==> config.mk <==
export PLATFORM = sky130hd
export DESIGN_NAME = led_pattern_gen
export DESIGN_NICKNAME = d
export VERILOG_FILES = /design/src/rtl/led_pattern_pkg.sv /design/src/rtl/led_pattern_ch.sv /design/src/rtl/led_pattern_gen.sv
export SDC_FILE = /design/constraint.sdc
export NUM_CORES = 1
export LEC_CHECK = 0
export ABC_AREA = 0
export CORE_UTILIZATION = 56
export DETAILED_ROUTE_END_ITERATION = 8
export PLACE_DENSITY = 0.76
export SYNTH_ARGS = -nofsm -noshare
export SYNTH_HDL_FRONTEND = slang
export SYNTH_SLANG_ARGS = --single-unit
==> constraint.sdc <==
create_clock -name clk_i -period 4.3 [get_ports clk_i]
set_clock_uncertainty 0.2 [all_clocks]
set_input_delay 1.29 -clock clk_i [delete_from_list [all_inputs] [get_ports clk_i]]
set_output_delay 1.29 -clock clk_i [all_outputs]
set_load 0.1 [all_outputs]
==> src/rtl/led_pattern_pkg.sv <==
// Shared encodings for the LED pattern generator: channel modes, the
// breathe direction state, and the width of the channel-select field.
package led_pattern_pkg;

    // Channel operating modes, encoded exactly as driven on cfg_mode_i.
    typedef enum logic [1:0] {
        MODE_OFF     = 2'd0,
        MODE_ON      = 2'd1,
        MODE_BLINK   = 2'd2,
        MODE_BREATHE = 2'd3
    } mode_e;

    // Breathe ramp direction; doubles as the state of the per-channel breathe FSM.
    typedef enum logic {
        DIR_UP   = 1'b0,
        DIR_DOWN = 1'b1
    } dir_e;

    // Width of the channel index on the configuration port.
    localparam int CH_IDX_W = 4;

    // Maps a channel's post-edge state to its LED drive. The PWM modes
    // compare against the shared counter value seen at the same edge.
    function automatic logic led_drive(
        input mode_e mode,
        input logic  pwm_lt_duty,
        input logic  pwm_lt_bright,
        input logic  level
    );
        logic drive;
        drive = 1'b0;
        case (mode)
            MODE_OFF:     drive = 1'b0;
            MODE_ON:      drive = pwm_lt_duty;
            MODE_BLINK:   drive = level;
            MODE_BREATHE: drive = pwm_lt_bright;
            default:      drive = 1'b0;
        endcase
        return drive;
    endfunction

endpackage

==> src/rtl/led_pattern_ch.sv <==
// One independent LED channel: holds its own configuration, period
// counter, blink level and breathe brightness, and registers its LED bit.
module led_pattern_ch
    import led_pattern_pkg::*;
#(
    parameter int          PRESC_W    = 24,
    parameter int          PWM_W      = 8,
    parameter int unsigned PERIOD_DEF = 24'hFFFFF
) (
    input  logic               clk_i,
    input  logic               reset_i,
    input  logic               wr_i,
    input  mode_e              mode_i,
    input  logic [PRESC_W-1:0] period_i,
    input  logic [PWM_W-1:0]   duty_i,
    input  logic [PWM_W-1:0]   pwm_cnt_i,
    output logic               led_o
);

    localparam logic [PRESC_W-1:0] PERIOD_RST = PRESC_W'(PERIOD_DEF);
    localparam logic [PWM_W-1:0]   BRIGHT_MAX = '1;

    mode_e              mode_q,   mode_d;
    logic [PRESC_W-1:0] period_q, period_d;
    logic [PWM_W-1:0]   duty_q,   duty_d;
    logic [PRESC_W-1:0] cnt_q,    cnt_d;
    logic               level_q,  level_d;
    logic [PWM_W-1:0]   bright_q, bright_d;
    dir_e               dir_q,    dir_d;
    logic               led_q,    led_d;
    logic               wrap;

    assign wrap  = (cnt_q == period_q);
    assign led_o = led_q;

    // Next-state logic: a configuration write wins over any counter wrap or
    // brightness step on the same edge; otherwise the current mode advances.
    always_comb begin
        // NOTE: every variable gets a default first so no path can infer a latch;
        // blocking '=' is correct here because this is combinational logic.
        mode_d   = mode_q;
        period_d = period_q;
        duty_d   = duty_q;
        cnt_d    = cnt_q;
        level_d  = level_q;
        bright_d = bright_q;
        dir_d    = dir_q;

        if (wr_i) begin
            mode_d   = mode_i;
            period_d = period_i;
            duty_d   = duty_i;
            cnt_d    = '0;
            level_d  = 1'b0;
            bright_d = '0;
            dir_d    = DIR_UP;
        end else begin
            case (mode_q)
                MODE_OFF: begin
                    cnt_d = '0;
                end
                MODE_ON: begin
                    cnt_d = cnt_q;
                end
                MODE_BLINK: begin
                    if (wrap) begin
                        cnt_d   = '0;
                        level_d = ~level_q;
                    end else begin
                        cnt_d = cnt_q + PRESC_W'(1);
                    end
                end
                MODE_BREATHE: begin
                    if (wrap) begin
                        cnt_d = '0;
                        // Brightness turns around at the rails instead of wrapping.
                        if (dir_q == DIR_UP) begin
                            bright_d = bright_q + PWM_W'(1);
                            if (bright_d == BRIGHT_MAX) dir_d = DIR_DOWN;
                        end else begin
                            bright_d = bright_q - PWM_W'(1);
                            if (bright_d == '0) dir_d = DIR_UP;
                        end
                    end else begin
                        cnt_d = cnt_q + PRESC_W'(1);
                    end
                end
                default: begin
                    cnt_d = '0;
                end
            endcase
        end

        led_d = led_drive(mode_d, (pwm_cnt_i < duty_d), (pwm_cnt_i < bright_d), level_d);
    end

    // Channel state register with synchronous reset to a default slow blink.
    always_ff @(posedge clk_i) begin
        // NOTE: reset is synchronous, so it is tested inside the clocked block
        // and never appears in the sensitivity list; state uses '<=' only.
        if (reset_i) begin
            mode_q   <= MODE_BLINK;
            period_q <= PERIOD_RST;
            duty_q   <= '0;
            cnt_q    <= '0;
            level_q  <= 1'b0;
            bright_q <= '0;
            dir_q    <= DIR_UP;
            led_q    <= 1'b0;
        end else begin
            mode_q   <= mode_d;
            period_q <= period_d;
            duty_q   <= duty_d;
            cnt_q    <= cnt_d;
            level_q  <= level_d;
            bright_q <= bright_d;
            dir_q    <= dir_d;
            led_q    <= led_d;
        end
    end

endmodule

==> src/rtl/led_pattern_gen.sv <==
// Multi-channel LED pattern generator: a shared free-running PWM counter,
// write decode for the configuration port, and N_CH independent channels.
module led_pattern_gen
    import led_pattern_pkg::*;
#(
    parameter int          N_CH       = 4,
    parameter int          PRESC_W    = 24,
    parameter int          PWM_W      = 8,
    parameter int unsigned PERIOD_DEF = 24'hFFFFF
) (
    input  logic                clk_i,
    input  logic                reset_i,
    input  logic                cfg_we_i,
    input  logic [CH_IDX_W-1:0] cfg_ch_i,
    input  logic [1:0]          cfg_mode_i,
    input  logic [PRESC_W-1:0]  cfg_period_i,
    input  logic [PWM_W-1:0]    cfg_duty_i,
    output logic [N_CH-1:0]     led_o
);

    logic [PWM_W-1:0] pwm_cnt;
    logic [N_CH-1:0]  ch_wr;
    mode_e            cfg_mode;

    assign cfg_mode = mode_e'(cfg_mode_i);

    // Shared PWM time base, wrapping naturally from all-ones to zero.
    always_ff @(posedge clk_i) begin
        if (reset_i) begin
            pwm_cnt <= '0;
        end else begin
            pwm_cnt <= pwm_cnt + PWM_W'(1);
        end
    end

    // One-hot write decode; an index at or beyond N_CH selects no channel.
    always_comb begin
        ch_wr = '0;
        for (int k = 0; k < N_CH; k++) begin
            ch_wr[k] = cfg_we_i && (cfg_ch_i == CH_IDX_W'(k));
        end
    end

    for (genvar k = 0; k < N_CH; k++) begin : g_ch
        led_pattern_ch #(
            .PRESC_W    (PRESC_W),
            .PWM_W      (PWM_W),
            .PERIOD_DEF (PERIOD_DEF)
        ) u_ch (
            .clk_i     (clk_i),
            .reset_i   (reset_i),
            .wr_i      (ch_wr[k]),
            .mode_i    (cfg_mode),
            .period_i  (cfg_period_i),
            .duty_i    (cfg_duty_i),
            .pwm_cnt_i (pwm_cnt),
            .led_o     (led_o[k])
        );
    end

endmodule

==> flow_metrics.tcl <==
set metrics [dict create \
    path_class "reg -> reg" \
    crit_chain "or4b_2 -> nor3_1 -> nand2_1 -> a2111oi_1 -> xor2_1 -> nand2_1 -> ha_1 -> a21oi_1 -> o21ai_0 -> nor4_1 -> nand2_1 -> mux2_2 -> nand3_1" \
    drtIter0Drc 1053 \
    regArea_sq_um 5690 \
    numCtsBuffers 31 \
    htree_levels 1 \
    finalCritPeriodShare_pct 93.6 \
    grt_start_max_net_pins 40 \
    maxCapViolCount 0 \
    die_y_um 169 \
    cts.hold.buffers_added 0 \
    holdCritStartpoint "g_ch[0].u_ch.period_q[20]$_SDFFE_PP0P_" \
    wl_met2_mm 19.5 \
    nFillCells 2327 \
    hp-class "reg -> reg" \
    power_mw 5.86 \
    min_to "g_ch[0].u_ch.period_q[20]$_SDFFE_PP0P_" \
    slowest_delay_ns 0.64 \
    status "finished, final reports clean" \
    reg2regPathDepth 13 \
    leakagePower_nw 7.00 \
    dp_hpwl_mm 29.9 \
    critPathBufInv 0 \
    max_freq_mhz 248 \
    ir_worst_vdd_uv 299 \
    synthCells 1968 \
    r2r_start "g_ch[3].u_ch.dir_q$_SDFFE_PP0P_" \
    final-max-slew-violation-count 0 \
    dr.pass1.iters 5 \
    timing.hold.ws_ns 0.272 \
    drive_gt1_share_pct 6.86 \
    cp-end-kind "flop" \
    wl_per_cell_um 17.6 \
    worstSetupStartpointType "flop" \
    worst_pin_slew_ns 0.969 \
    synth_area_per_cell_sq_um 7.95 \
    synthArstFlopShare_pct 0 \
    n_antenna_cell 0 \
    wl_met1_mm 17.9 \
    clockBufferDepth 3 \
    setup_violations 0 \
    min_period_ns 4.03 \
    rsz0062_at_grt "no" \
    ant_nets 0 \
    synth_seq_area_share_pct 36.4 \
    worst_slack_ns 0.274 \
    setup-tns-final_ns 0 \
    viasPerCell 5.92 \
    synth-edff-count 0 \
    crit_top_cell "nand2_1" \
    drt_wl_total_mm 41.9 \
    cp_top_family "simple AND/OR/NAND/NOR gates" \
    highest_layer "met5" \
    wl_met3_mm 2.93 \
    slowest_stage "or4b_2" \
    clkLatencyLatePin_ns 0.57 \
    io_buffers 44 \
    overflow 0 \
    synth_nets 2086 \
    multiInputGateArea_sq_um 9320 \
    vias 14100 \
    reg2reg_to "g_ch[3].u_ch.led_o$_SDFF_PP0_" \
    synth_warnings 0 \
    dp_slack_ns -0.128 \
    crit_path_max_fanout 10 \
    syn_area_sq_um 15600 \
    synth-seq-cells 284 \
    p_per_area_nw_per_um2 332 \
    clk_pin_slew_ns 0.06 \
    rows 60 \
    io_pins 45 \
    core_area_sq_um 27200 \
    ys_types 62 \
    gp_congestion 0.903 \
    cp_data_arrival_time_ns 4.33 \
    mostFrequentLayoutCells "354 x nand2_1, 284 x dfxtp_1, 172 x nand3_1" \
    tritoncts "built" \
    grt_pass1_wl_mm 67.8 \
    cp.required_ns 4.60 \
    clock_sinks 284 \
    nets 2104 \
    syn2layout_area_growth_pct 12.8 \
    final_common_cell "nand2_1" \
    grt_usage_pct 29.5 \
    start_util_pct 57.5 \
    die-width_um 169 \
    synth_ff_type "dfxtp_1" \
    antenna_found_initial 1 \
    min_path_cells 2 \
    maxSlewHeadroom_pct 35.2 \
    drcViolationCount 0 \
    cts-root-buf "clkbuf_16" \
    first_global_vias 13100 \
    r2r_slack_ns 0.27 \
    hold_viol_final 0 \
    dieArea_sq_um 28600 \
]
[worst max-delay path by stage]
stage	start	end	slack [ns]	depth (start not counted)
2_1_floorplan	cfg_ch_i[1]	g_ch[0].u_ch.led_o$_SDFF_PP0_	0.16	11
6_report	g_ch[3].u_ch.dir_q$_SDFFE_PP0P_	g_ch[3].u_ch.led_o$_SDFF_PP0_	0.27	13
3_5_place_dp	cfg_ch_i[1]	g_ch[2].u_ch.led_o$_SDFF_PP0_	-0.13	12
5_1_grt	g_ch[3].u_ch.cnt_q[2]$_SDFFE_PP0P_	g_ch[3].u_ch.led_o$_SDFF_PP0_	0.02	13
3_3_place_gp	cfg_ch_i[1]	g_ch[0].u_ch.led_o$_SDFF_PP0_	-0.007	11
4_1_cts	g_ch[3].u_ch.cnt_q[4]$_SDFFE_PP0P_	g_ch[3].u_ch.led_o$_SDFF_PP0_	0.22	13
[stage by stage]
stage               cells  cell area [sq um]  utilization (%)
floorplan            1968              15600                -
global placement     2325              16600             61.0
detailed placement   2325              16600             61.0
CTS                  2383              17600             64.9
global route         2383              17600             64.9
finish               2383              17600             64.9
[state kept, by name, summed over array words and instances (netlist names)]
| register | cells |
|---|---|
| g_ch.u_ch.period_q | 96 |
| g_ch.u_ch.bright_q | 32 |
| g_ch.u_ch.led_o | 4 |
| g_ch.u_ch.mode_q | 8 |
| g_ch.u_ch.dir_q | 4 |
| pwm_cnt | 8 |
| g_ch.u_ch.cnt_q | 96 |
| g_ch.u_ch.level_q | 4 |
| g_ch.u_ch.duty_q | 32 |
[power breakdown]
group | switching, mW | leakage, nW | internal [mW]
Sequential | 0.0486 | 2.30 | 2.67
Clock | 1.13 | 0.521 | 1.63
Combinational | 0.228 | 4.18 | 0.164
[cells in the mapped netlist, types with 5 or more instances]
library cell / number / share of area (%)
or4_1: 6 / 0.29
nor3_1: 34 / 1.1
nand2b_1: 5 / 0.20
inv_1: 52 / 1.2
o21ai_0: 64 / 2.0
nand3b_1: 8 / 0.38
nand2_1: 354 / 8.5
o211ai_1: 7 / 0.34
nor4_1: 33 / 1.3
nor2_1: 106 / 2.5
nand3_1: 172 / 5.5
ha_1: 77 / 6.2
clkbuf_1: 100 / 2.4
a31oi_1: 23 / 0.92
nand4_1: 45 / 1.8
xnor2_1: 107 / 6.0
a21oi_1: 122 / 3.9
a22o_1: 11 / 0.62
o2111ai_1: 8 / 0.45
mux2_2: 6 / 0.43
or3_1: 24 / 0.96
nand4b_1: 7 / 0.39
o31ai_1: 6 / 0.29
o21a_1: 8 / 0.38
xor2_1: 65 / 3.6
and3_1: 19 / 0.76
buf_1: 7 / 0.17
nor3b_1: 12 / 0.58
mux2i_1: 52 / 3.3
dfxtp_1: 284 / 36
nor2b_1: 10 / 0.40
and4_1: 16 / 0.90
and2_1: 40 / 1.6
a21o_1: 22 / 1.1
[cell families (layout without fill, tap and decap cells)]
family	Yosys count	count (layout)	synth area share, %
AND/OR/NAND/NOR	908	908	28.2
AO/OA/AOI/OAI	301	301	11.6
flip-flops	284	284	36.4
XOR/XNOR	173	173	9.74
buffers and inverters	167	210	4.22
adder cells (fa/ha/maj)	77	77	6.16
multiplexers	58	58	3.76
[timing repair]
item / 4_1_cts / 5_1_grt
buffers inserted: 0 / 0
gates resized for setup: 0 / 3
setup endpoints to repair: 0 / 1
[metal layers]
layer | up-vias | GRT usage [%]
met1 | 6639 | 38.6
met4 | 2 | 11.7
met2 | 462 | 48.9
met3 | 106 | 4.23
met5 | - | 0
li1 | 6898 | -
[worst reg2reg max path: cells and delay by family (launching register included)]
family	cells	cell delay (ns)
fa+ha+maj	1	0.31
xor+xnor	1	0.25
mux	1	0.28
flops	1	0.52
simple gates	7	1.67
compound gates	3	0.74
[layout make-up]
cell class	count	area share, %
inverter	52	1.11
timing repair buffer	100	5.14
multi-input combinational	1517	52.9
clock inverter	16	1.01
clock buffer	42	5.03
tap	372	2.64
sequential	284	32.2
(Power assumes the default switching activity.)
